## config.mk

```make
export PLATFORM = sky130hd
export DESIGN_NAME = brg_mod_sequencer_flat
export DESIGN_NICKNAME = d
export VERILOG_FILES = /design/src/rtl/brg_mod_sequencer_if.sv /design/src/rtl/brg_mod_sequencer.sv /design/src/flat_wrapper.sv
export SDC_FILE = /design/constraint.sdc
export NUM_CORES = 1
export LEC_CHECK = 0
export CAP_MARGIN = 25
export CORE_MARGIN = 5
export CORE_UTILIZATION = 41
export CTS_CLUSTER_SIZE = 12
export DETAILED_ROUTE_END_ITERATION = 10
export PLACE_DENSITY = 0.75
export SLEW_MARGIN = 40
export SYNTH_ARGS = -nofsm -noshare
export SYNTH_HDL_FRONTEND = slang
export SYNTH_SLANG_ARGS = --single-unit
```

## constraint.sdc

```tcl
create_clock -name BRCLK -period 2.7 [get_ports BRCLK]
set_input_delay 0.27 -clock BRCLK [delete_from_list [all_inputs] [get_ports BRCLK]]
set_output_delay 0.27 -clock BRCLK [all_outputs]
set_load 0.02 [all_outputs]
```

## src/rtl/brg_mod_sequencer_if.sv

```systemverilog
// brg_mod_sequencer_if: control inputs and modulation/strobe outputs of the BRG modulation sequencer
interface brg_mod_sequencer_if;
  logic       UCABEN;
  logic       FrameStart;
  logic       PrescaleTick;
  logic       UCOS16;
  logic [7:0] UCBRSx;
  logic [3:0] UCBRFx;
  logic       m1;
  logic       m2;
  logic       BitTick;
  logic       OsTick;
  logic       SampleTick;
  logic       Busy;
  modport master (
    output UCABEN, FrameStart, PrescaleTick, UCOS16, UCBRSx, UCBRFx,
    input  m1, m2, BitTick, OsTick, SampleTick, Busy
  );
  modport slave (
    input  UCABEN, FrameStart, PrescaleTick, UCOS16, UCBRSx, UCBRFx,
    output m1, m2, BitTick, OsTick, SampleTick, Busy
  );
endinterface

```

## src/rtl/brg_mod_sequencer.sv

```systemverilog
// brg_mod_sequencer: eUSCI_A BRG modulation sequencer and bit-timing strobes; BRG_SEQ_MIDSAMPLE_EN enables the mid-bit SampleTick
module brg_mod_sequencer #(
  parameter int OS_LEN = 16
) (
  input logic                BRCLK,
  input logic                reset,
  brg_mod_sequencer_if.slave bus
);
  localparam logic [0:0] IDLE = 1'b0;
  localparam logic [0:0] RUN  = 1'b1;
  localparam logic [3:0] OS_LAST = 4'(OS_LEN - 1);
  logic [0:0] state;
  logic [7:0] s_brs;
  logic [3:0] s_brf;
  logic       s_os16;
  logic [2:0] bit_idx;
  logic [3:0] os_cnt;
  logic       m1_q, m2_q, bit_q, os_q, smp_q;
  logic       os_wrap;
  logic [3:0] os_nxt;
  logic [2:0] bit_nxt;
  logic       m1_nxt, m2_nxt, smp_nxt, fs_m1;
  // post-tick counters and the modulation/strobe values they imply
  always_comb begin
    os_wrap = s_os16 ? (os_cnt == OS_LAST) : 1'b1;
    os_nxt  = (s_os16 && !os_wrap) ? os_cnt + 4'd1 : 4'd0;
    bit_nxt = os_wrap ? bit_idx + 3'd1 : bit_idx;
    m1_nxt  = s_os16 ? (os_nxt < s_brf) : s_brs[bit_nxt];
    m2_nxt  = s_os16 && (os_nxt == OS_LAST) && s_brs[bit_nxt];
`ifdef BRG_SEQ_MIDSAMPLE_EN
    smp_nxt = s_os16 ? (os_nxt >= 4'd7 && os_nxt <= 4'd9) : 1'b1;
`else
    smp_nxt = 1'b0;
`endif
    fs_m1   = bus.UCOS16 ? (bus.UCBRFx != 4'd0) : bus.UCBRSx[0];
  end
  // frame control, counters, and registered modulation/strobe outputs on the falling BRCLK edge
  always_ff @(negedge BRCLK) begin
    if (reset || !bus.UCABEN) begin
      state   <= IDLE;
      s_brs   <= '0;
      s_brf   <= '0;
      s_os16  <= 1'b0;
      bit_idx <= '0;
      os_cnt  <= '0;
      m1_q    <= 1'b0;
      m2_q    <= 1'b0;
      bit_q   <= 1'b0;
      os_q    <= 1'b0;
      smp_q   <= 1'b0;
    end else if (bus.FrameStart) begin
      state   <= RUN;
      s_brs   <= bus.UCBRSx;
      s_brf   <= bus.UCBRFx;
      s_os16  <= bus.UCOS16;
      bit_idx <= '0;
      os_cnt  <= '0;
      m1_q    <= fs_m1;
      m2_q    <= 1'b0;
      bit_q   <= 1'b0;
      os_q    <= 1'b0;
      smp_q   <= 1'b0;
    end else if (state == RUN && bus.PrescaleTick) begin
      bit_idx <= bit_nxt;
      os_cnt  <= os_nxt;
      m1_q    <= m1_nxt;
      m2_q    <= m2_nxt;
      bit_q   <= os_wrap;
      os_q    <= 1'b1;
      smp_q   <= smp_nxt;
    end else begin
      bit_q   <= 1'b0;
      os_q    <= 1'b0;
      smp_q   <= 1'b0;
    end
  end
  assign bus.m1         = m1_q;
  assign bus.m2         = m2_q;
  assign bus.BitTick    = bit_q;
  assign bus.OsTick     = os_q;
  assign bus.SampleTick = smp_q;
  assign bus.Busy       = (state == RUN);
endmodule

```

## src/flat_wrapper.sv

```systemverilog
// flat-port wrapper written by rule: the top's interface ports become plain ports
module brg_mod_sequencer_flat 
#(
  parameter int OS_LEN = 16
)
  (BRCLK, reset, bus_UCABEN, bus_FrameStart, bus_PrescaleTick, bus_UCOS16, bus_UCBRSx, bus_UCBRFx, bus_m1, bus_m2, bus_BitTick, bus_OsTick, bus_SampleTick, bus_Busy);
  brg_mod_sequencer_if bus_i ();
  input logic BRCLK;
  input logic reset;
  input wire logic [$bits(bus_i.UCABEN)-1:0] bus_UCABEN;
  input wire logic [$bits(bus_i.FrameStart)-1:0] bus_FrameStart;
  input wire logic [$bits(bus_i.PrescaleTick)-1:0] bus_PrescaleTick;
  input wire logic [$bits(bus_i.UCOS16)-1:0] bus_UCOS16;
  input wire logic [$bits(bus_i.UCBRSx)-1:0] bus_UCBRSx;
  input wire logic [$bits(bus_i.UCBRFx)-1:0] bus_UCBRFx;
  output wire logic [$bits(bus_i.m1)-1:0] bus_m1;
  output wire logic [$bits(bus_i.m2)-1:0] bus_m2;
  output wire logic [$bits(bus_i.BitTick)-1:0] bus_BitTick;
  output wire logic [$bits(bus_i.OsTick)-1:0] bus_OsTick;
  output wire logic [$bits(bus_i.SampleTick)-1:0] bus_SampleTick;
  output wire logic [$bits(bus_i.Busy)-1:0] bus_Busy;
  assign bus_i.UCABEN = bus_UCABEN;
  assign bus_i.FrameStart = bus_FrameStart;
  assign bus_i.PrescaleTick = bus_PrescaleTick;
  assign bus_i.UCOS16 = bus_UCOS16;
  assign bus_i.UCBRSx = bus_UCBRSx;
  assign bus_i.UCBRFx = bus_UCBRFx;
  assign bus_m1 = bus_i.m1;
  assign bus_m2 = bus_i.m2;
  assign bus_BitTick = bus_i.BitTick;
  assign bus_OsTick = bus_i.OsTick;
  assign bus_SampleTick = bus_i.SampleTick;
  assign bus_Busy = bus_i.Busy;
  brg_mod_sequencer #(.OS_LEN(OS_LEN)) u_core (.BRCLK(BRCLK), .reset(reset), .bus(bus_i));
endmodule
```

Word-level counts from Yosys, hierarchy flattened. Cells that the tools add are included.

Memories kept: 0. Memory bits (writable): 0. Latch bits: 0. Output and inout bits: 6. Input bits: 18. Word-level logic and storage cells: 38. Flip-flop bits (word level): 25. ROM bits: 0.

Bitwise gates (word level): 1. Shift-type cells: 0. Equal/unequal tests: 2. Muxes and demuxes: 10. Add/subtract/negate cells: 2. Magnitude comparators: 2. Reductions and logical operators: 11. Divide/modulo/power cells: 0. Multipliers: 0.

Operators with widths (count): == test 4 bit (second input constant) (2); 2-to-1 mux 1 bit (7); adder 4 x 1 -> 4 bit (second input constant) (1); logical AND 1 bit (4); less-than comparator 3 x 4 -> 1 bit (second input constant) (1); less-than comparator 4 bit (1); 2-to-1 mux 4 bit (1); nonzero test 4 bit (1); adder 3 x 1 -> 3 bit (second input constant) (1); binary-select mux 1 bit (select 3 bit) (1); 2-to-1 mux 3 bit (1); OR reduction 3 bit (1); logical NOT 1 bit (2); nonzero test 2 bit (1); OR reduction 2 bit (1); logical OR 1 bit (1); inverter 1 bit (1).

Logic depth before layout (Yosys ltp). Gate-level depths: netlist of run 1.

Depth after elaboration: 9. Gate-level depth with buffers: 10. Gate-level depth less buffers: 10.

==> impl_metrics.toml, run 1 <==
[placement]
gp_congestion = 0.8224
dp.cells = 231
dp_hpwl_mm = 2.366
numPortBuffers = 22
post-place-ws_ns = -0.4447

[cts]
cts.sinks = 25
cts_root_buffer = "clkbuf_4"
clk_latency_ns = 0.41
htree_levels = 1
path_clk_slew_ns = 0.04
post-cts-setup-buffers = 0
cts_tree = "yes"
clock_path_buffers = 2
cts_buffers = 3
hold_buffers = 0

[worst_setup_path]
reg2regPathDepth = 10
crit_slowest_cell = "dfxtp_1"
crit_path_start = "u_core.bus.m2"
timing.rr.end = "u_core.bus.m1"
timing_worst_setup_path_type = "flop to output pin"
worst_setup_path_end_kind = "output pin"
crit_path_cell_trace = "clkdlybuf4s15_1"
setup.reg_to_reg.worst_slack_ns = 0.20
cp_max_fo = 2
required_ns = 2.43
cpPeakStageDelay_ns = 0.32
cp-start-kind = "flop"
r2r_start = "u_core.os_cnt[0]"
arrival_ns = 2.36
path_buf_inv = 1
cp_top_family = "flip-flops"

[cells_and_area]
final_common_cell = "inv_1"
nFillCells = 268
layout_common_cells = "31 x inv_1, 27 x nor2_1, 25 x dfxtp_1, 16 x buf_4"
diodes = 0
area_growth_syn_to_layout_pct = 36.49
num-nets-final = 238
drive_above_1_share = 0.1395
final_cell_count_no_fill = 259

[floorplanning]
fp.dieH_um = 66.74
die_area_sq_um = 4454
core-area_sq_um = 3078
die_w_um = 66.74
start_util = 0.4289
row_count = 20
boundaryPins = 24

[synthesis]
synth.distinct_cells = 43
postSynth.asyncResetShare = 0
syn_area_sq_um = 1320
avgSynthCellArea_sq_um = 8.355
synth_top_family_by_area = "simple AND/OR/NAND/NOR gates"
synth_cells = 158
ys_seq_elements = 25
synth_edf_count = 0
synth-compound-area-share = 0.1668
synth_nets = 180
yosysTopAreaCell = "dfxtp_1"
synth-xor-area-share = 0.01991
yosys.area_share.adder = 0.03791
synth_top_area_share = 0.3791
yosys.area_share.simple = 0.2427
netlist_top_cells_area = "dfxtp_1 38%, mux2i_1 9.9%, nor2_1 7.7%"
synth_mux_area_frac = 0.09858
ys_seq_area_frac = 0.3791
synth_warnings = 0
synth-main-ff-cell = "dfxtp_1"

[drt]
drtIter0Drc = 39
drc_errors = 0
detail_route.vias_per_cell = 5.112
vias = 1324
first_pass_iters = 4
ant_nets = 0
wl_mm = 3.179
drt-wirelength-per-cell_um = 12.27

[timing]
hold_viol = 0
skew_ns = 0.02404
drv_slew = 0
setup_viol = 0
worst_slack_ns = 0.06603

[min_path]
hold_class = "flop to flop"
hp-start = "u_core.bus.m2"
hold-path-endpoint = "u_core.bus.m2"
hold_depth = 2

[job]
cap_violations = 0

[global_route]
antenna_found_initial = 0
grt_pass1_wl_mm = 5.609
grt_pass1_vias = 1373
grt_overflow = 0
grt_max_degree = 16
grt_use_total = 0.1627

[power_and_ir_drop]
p_per_area_nw_per_um2 = 440.4
power_uw = 793.4
power_leakage_uw = 0.0008404
irDropWorstVdd_v = 0.0003520

[status]
status = "finished, final reports clean"
==> Yosys cell counts (2+ instances only) <==
cell type,number
xor2_1,2
nand3_1,7
inv_1,6
a211oi_1,3
o21ai_0,8
nand2_1,9
mux2i_1,13
nand2b_1,2
dfxtp_1,25
a21oi_1,9
nor3_1,5
ha_1,4
clkbuf_1,6
nor2_1,27
nor2b_1,4
==> area by class of cell <==
| cell class | count | area (sq um) | area share |
|---|---|---|---|
| clock inverters | 26 | 97.59 | 0.05417 |
| multi-input cells | 118 | 769.5 | 0.4271 |
| well taps | 44 | 55.05 | 0.03056 |
| inverters | 5 | 18.77 | 0.01042 |
| flip-flops and latches | 25 | 500.5 | 0.2778 |
| clock buffers | 3 | 22.52 | 0.01250 |
| repair buffers | 38 | 337.8 | 0.1875 |
==> logic make-up (layout without fill, tap and decap cells) <==
| group | Yosys count | after routing |
|---|---|---|
| AOI/OAI and AO/OA | 33 | 33 |
| muxes | 13 | 13 |
| other | 1 | 1 |
| buffers and inverters | 15 | 72 |
| adders and majority gates | 4 | 4 |
| and+or+nand+nor | 64 | 64 |
| DFF | 25 | 25 |
| xor gates and xnor gates | 3 | 3 |
==> per-stage QoR <==
step                cell area (sq um)  utilization  hold WS [ns]  setup TNS [ns]
detailed placement               1673       0.5435        0.4571          -2.541
floorplan                        1324            -        0.4547               0
global route                     1802       0.5854        0.5020        -0.01344
CTS                              1790       0.5817        0.4607               0
global placement                 1673       0.5435        0.4493          -2.014
finish                           1802       0.5854        0.4580               0
==> report_power, final <==
group,internal (uW),total [uW],switching (uW)
clock,102,314,212
sequential,378,384,5.71
combinational,54.0,95.5,41.5
==> state kept, by name, indices dropped and copies added, names as in the netlist, 3 cells and up <==
register        cells
u_core.bit_idx      3
u_core.os_cnt       4
u_core.s_brf        4
u_core.s_brs        8
==> metal layers <==
| metal | vias to the layer above | global-route usage | wire, um |
|---|---|---|---|
| li1 | 667 | - | - |
| met1 | 606 | 0.1687 | 1322 |
| met2 | 44 | 0.2809 | 1600 |
| met3 | 7 | 0.05565 | 207 |
| met4 | 0 | 0.09645 | 48 |
| met5 | - | 0 | 0 |
==> worst max path at each step <==
stage / slack [ns] / end / depth (start not counted)
3_5_place_dp: -0.44 / u_core.bus.m1 / 6
4_1_cts: 0.02 / bus_m1 / 1
5_1_grt: -0.01 / u_core.bus.m1 / 10
3_3_place_gp: -0.42 / u_core.bus.m1 / 6
2_1_floorplan: 0.03 / u_core.bus.m1 / 5
6_report: 0.07 / bus_m2 / 1
==> repair_timing <==
item | 4_1_cts | 5_1_grt
pin swaps | 1 | 1
setup endpoints to repair | 6 | 4
gates resized for setup | 7 | 10
No activity file was read; power rests on OpenSTA's default activity.
==> inputs of run 2 (changes only) <==
--- a/config.mk
+++ b/config.mk
@@ -10,7 +10,6 @@
 export CORE_UTILIZATION = 41
 export CTS_CLUSTER_SIZE = 12
 export DETAILED_ROUTE_END_ITERATION = 10
-export PLACE_DENSITY = 0.75
 export SLEW_MARGIN = 40
 export SYNTH_ARGS = -nofsm -noshare
 export SYNTH_HDL_FRONTEND = slang
==> run 2 against run 1 <==
- via count shrank 3.0%
- largest cell class unchanged
- register-to-register slack improved by 0.03 ns
- global-route usage shrank 0.97 points
- combinational power up 3.0%
- non-clock buffer count stayed put
- critical path type is now input port to flop
- clock power is 29% higher
- critical endpoint is now u_core.bus.m1
- sequential power barely moved
- critical path depth rose by 5
- sequential share of layout area down 0.32 points
==> impl_metrics.toml, run 2 (synthesis results as in run 1) <==
[status]
status = "finished, final reports clean"

[global_route]
grtUsageMet1 = 0.1640
use_met2 = 0.2463
grt_use_total = 0.1530
antenna_found_initial = 0
grt_use_met3 = 0.05734
grt_pass1_wl_mm = 5.271
grt-busiest-layer = "met2"
grt_max_degree = 16
grt_overflow = 0
grt_pass1_vias = 1307

[cts]
htree_levels = 1
hold_buffers = 0
cts_root_buffer = "clkbuf_4"
clk_latency_ns = 0.41
cts_buffers = 3
cts.sinks = 25
cts_tree = "yes"
path_clk_slew_ns = 0.04
post-cts-setup-buffers = 0
clock_path_buffers = 2

[placement]
gp_congestion = 0.8610
dp_hpwl_mm = 2.362
numPortBuffers = 22
dp.cells = 231

[timing]
rsz0062_at_grt = "true"
hold_viol = 0
skew_ns = 0.02246
drv_slew = 0
finalSetupTns_ns = 0
setup_viol = 0

[worst_setup_path]
crit_path_cell_trace = "clkdlybuf4s50_1 -> or4b_4 -> o221ai_2 -> o21ai_1 -> nand2b_1 -> o311ai_2"
cp_max_fo = 2
crit_slowest_cell = "clkdlybuf4s50_1"
arrival_ns = 1.58
worst_setup_path_end_kind = "flop"
required_ns = 1.61
timing_worst_setup_path_type = "input port to flop"
cp_top_family = "simple AND/OR/NAND/NOR gates"
cp-start-kind = "input port"
path_buf_inv = 1
cpPeakStageDelay_ns = 0.47

[cells_and_area]
layout_common_cells = "30 x inv_1, 27 x nor2_1, 25 x dfxtp_1, 15 x clkdlybuf4s50_1, 15 x buf_4"
area_growth_syn_to_layout_pct = 38.10
top_register = "u_core.s_brs"
seqCellArea_sq_um = 500.5
multi_input_area_sq_um = 760.7
num-nets-final = 238
final_cell_count_no_fill = 259
nFillCells = 289
diodes = 0
drive_above_1_share = 0.1349
largest_register_ffs = 8
reg_top3 = "u_core.s_brs: 8 flops, u_core.os_cnt: 4 flops, u_core.s_brf: 4 flops"
final_common_cell = "inv_1"

[floorplanning]
die_w_um = 66.74
die_area_sq_um = 4454
fp.dieH_um = 66.74
boundaryPins = 24
core-area_sq_um = 3078
row_count = 20
start_util = 0.4289

[drt]
detail_route.vias_per_cell = 4.958
drtIter0Drc = 41
ant_nets = 0
first_pass_iters = 6
drt-wirelength-per-cell_um = 12.21
wl_mm = 3.162
vias = 1284
drc_errors = 0

[job]
cap_violations = 0

[min_path]
hold_class = "flop to flop"

[power_and_ir_drop]
irDropWorstVdd_v = 0.0002724
power_leakage_uw = 0.0008301
p_per_area_nw_per_um2 = 487.2
-- run 2: worst paths after layout --
kind	slack (ns)	endpoint	from	depth (start not counted)
worst max-delay path	0.03	u_core.bus.m1	bus_UCOS16	6
worst min-delay path	0.46	u_core.bus.m2	u_core.bus.m2	2
worst max register to register	0.23	u_core.bus.m1	u_core.os_cnt[1]	10
worst min register to register	0.46	u_core.bus.m2	u_core.bus.m2	2
-- run 2: per-stage QoR --
stage                 util  total power, uW  hold WS [ns]  area (sq um)  setup WS (ns)
floorplan                -            497.1        0.4547          1324        0.03394
detailed placement  0.5476            548.9        0.4522          1685        -0.4503
CTS                 0.5935            904.4        0.4557          1827       0.004644
global route        0.5923            960.9        0.4946          1823      -0.004104
finish              0.5923            888.2        0.4576          1823        0.03127
global placement    0.5476            546.0        0.4524          1685        -0.4233
-- run 2: cell type report --
class / instances / area share
Multi-Input combinational cell: 118 / 0.4173
Timing Repair Buffer: 38 / 0.1874
Tap cell: 44 / 0.03020
Sequential cell: 25 / 0.2745
Inverter: 5 / 0.01030
Clock inverter: 26 / 0.06795
Clock buffer: 3 / 0.01235
-- run 2: per-layer routing --
layer	routed length, um	share of wire	vias to the layer above
li1	-	-	667
met1	1457	0.46	586
met2	1549	0.49	23
met3	92	0.029	8
met4	62	0.020	0
met5	0	0	-
-- run 2: worst reg2reg max path: stages, from the launching register on --
cell and delay (ns):
dfxtp_1 0.38, ha_1 0.27, nand3_4 0.16, and3_1 0.26, ha_1 0.30, nor2b_1 0.13, a311oi_1 0.32, a21oi_1 0.12
o21ai_0 0.19, nand4b_1 0.15, o311ai_2 0.10
-- run 2: timing repair --
item,in CTS,in global routing
resized for setup,7,6
pin swaps,1,0
setup endpoints to repair,6,4
gates cloned,0,0
-- run 2: where the power goes --
part | internal, uW | total (uW) | switching [uW]
registers | 378 | 384 | 5.60
logic | 56.0 | 98.4 | 42.4
clock network | 198 | 406 | 208
==> inputs of run 3 (changes only) <==
--- a/config.mk
+++ b/config.mk
@@ -10,6 +10,7 @@
 export CORE_UTILIZATION = 41
 export CTS_CLUSTER_SIZE = 12
 export DETAILED_ROUTE_END_ITERATION = 10
+export DONT_BUFFER_PORTS = 1
 export SLEW_MARGIN = 40
 export SYNTH_ARGS = -nofsm -noshare
 export SYNTH_HDL_FRONTEND = slang
==> constraint.sdc (replaced) <==
create_clock -name BRCLK -period 3.47 [get_ports BRCLK]
set_input_delay 0.347 -clock BRCLK [delete_from_list [all_inputs] [get_ports BRCLK]]
set_output_delay 0.347 -clock BRCLK [all_outputs]
set_load 0.02 [all_outputs]
==> run 3 against run 2 <==
- clock skew rose by 0.0012 ns
- register-to-register slack improved by 0.68 ns
- combinational power fell by 65%
- final cell count fell by 14%
- non-clock buffer count fell by 37
- critical path type is now flop to output pin
- sequential share of layout area rose by 6.4 points
==> impl_metrics.toml, run 3 (synthesis results as in run 1) <==
[worst_setup_path]
setup.reg_to_reg.worst_slack_ns = 0.91
worst_setup_path_end_kind = "output pin"
timing_worst_setup_path_type = "flop to output pin"
cp_max_fo = 6
cp-start-kind = "flop"
arrival_ns = 2.65
required_ns = 3.12

[floorplanning]
boundaryPins = 24
row_count = 20
start_util = 0.4289
fp.dieH_um = 66.74
die_w_um = 66.74
die_area_sq_um = 4454
core-area_sq_um = 3078

[placement]
dp.cells = 194
post-place-ws_ns = 0.1166
numPortBuffers = 0
dp_hpwl_mm = 2.044
gp_congestion = 0.7700

[global_route]
grt_pass1_vias = 1251
grt_max_degree = 19
grt_pass1_wl_mm = 5.237
grt_overflow = 0
grt_use_total = 0.1484
antenna_found_initial = 0

[cts]
clk_latency_ns = 0.40
clock_path_buffers = 2
cts_buffers = 3
hold_buffers = 0
cts_tree = "yes"
post-cts-setup-buffers = 0
htree_levels = 1
path_clk_slew_ns = 0.04
cts_resized = 0
cts_root_buffer = "clkbuf_4"
cts.sinks = 25

[power_and_ir_drop]
power_leakage_uw = 0.0006439
p_sw_uw = 187.6
seq_power_share = 0.463
p_per_area_nw_per_um2 = 441.5
switching_share = 0.2873
p_comb_frac = 0.053
p_int_uw = 465.4
irDropWorstVdd_v = 0.0002511
clkPwrFrac = 0.484

[min_path]
hold_class = "flop to flop"

[job]
cap_violations = 0

[status]
status = "finished, final reports clean"

[cells_and_area]
diodes = 0
drive_above_1_share = 0.06180
reg_top3 = "u_core.s_brs: 8 flops, u_core.os_cnt: 4 flops, u_core.s_brf: 4 flops"
nFillCells = 308
layout_common_cells = "30 x inv_1, 27 x nor2_1, 25 x dfxtp_1, 13 x mux2i_1"
largest_register_ffs = 8
final_cell_count_no_fill = 222
area_growth_syn_to_layout_pct = 12.04
num-nets-final = 201
final_common_cell = "inv_1"
top_register = "u_core.s_brs"

[drt]
ant_nets = 0
first_pass_iters = 4
wl_mm = 2.918
vias = 1175
drtIter0Drc = 23
detail_route.vias_per_cell = 5.293
drc_errors = 0
drt-wirelength-per-cell_um = 13.14

[timing]
skew_ns = 0.02362
slew_headroom = 0.6245
hold_viol = 0
setup_viol = 0
finalSetupTns_ns = 0
drv_slew = 0
rsz0062_at_grt = "false"
worstMarginPinSlew_ns = 0.5625
worst_slack_ns = 0.4733
run 3: cell count changes in the layout (fill, tap and decap cells not counted), sizes merged:
cell           before  now
clkdlybuf4s15       1    0
clkdlybuf4s50      15    0
clkbuf              5    3
buf                16    1
dlymetal6s2s        1    0
dlygate4sd2         3    0
run 3: layer usage:
layer | vias up | wire, um | track usage
met5 | - | 0 | 0
met4 | 0 | 15 | 0.08883
met3 | 2 | 176 | 0.05228
met2 | 37 | 1444 | 0.2339
met1 | 543 | 1282 | 0.1709
li1 | 593 | - | -
run 3: worst paths after layout:
path                      to              from  depth (start not counted)
max                 bus_Busy   u_core.bus.Busy                          0
min          u_core.s_brs[7]   u_core.s_brs[7]                          2
max reg2reg    u_core.bus.m1  u_core.os_cnt[0]                         10
min reg2reg  u_core.s_brs[7]   u_core.s_brs[7]                          2
run 3: final cells by class:
cell class	count	area [sq um]	area share
inverter	5	18.77	0.01269
tap	44	55.05	0.03723
timing repair buffer	1	7.507	0.005076
clock inverter	26	123.9	0.08376
clock buffer	3	22.52	0.01523
multi-input combinational	118	750.7	0.5076
sequential	25	500.5	0.3384
run 3: power by group through the flow:
stage	Sequential [uW]	Combinational (uW)	Clock, uW
after floorplan	305	36.1	45.8
after global placement	308	33.5	45.8
after detailed placement	308	34.6	45.8
after CTS	302	34.8	329
after global routing	303	39.2	360
final	303	34.6	316
run 3: per-stage QoR:
stage | area (sq um) | hold slack, ns | power (uW) | utilization
after floorplan | 1320 | 0.4547 | 386.5 | -
after global placement | 1336 | 0.4793 | 386.9 | 0.4341
after detailed placement | 1336 | 0.4899 | 388.1 | 0.4341
after CTS | 1479 | 0.5001 | 666.0 | 0.4805
after global routing | 1479 | 0.5313 | 702.0 | 0.4805
final | 1479 | 0.5003 | 653.0 | 0.4805
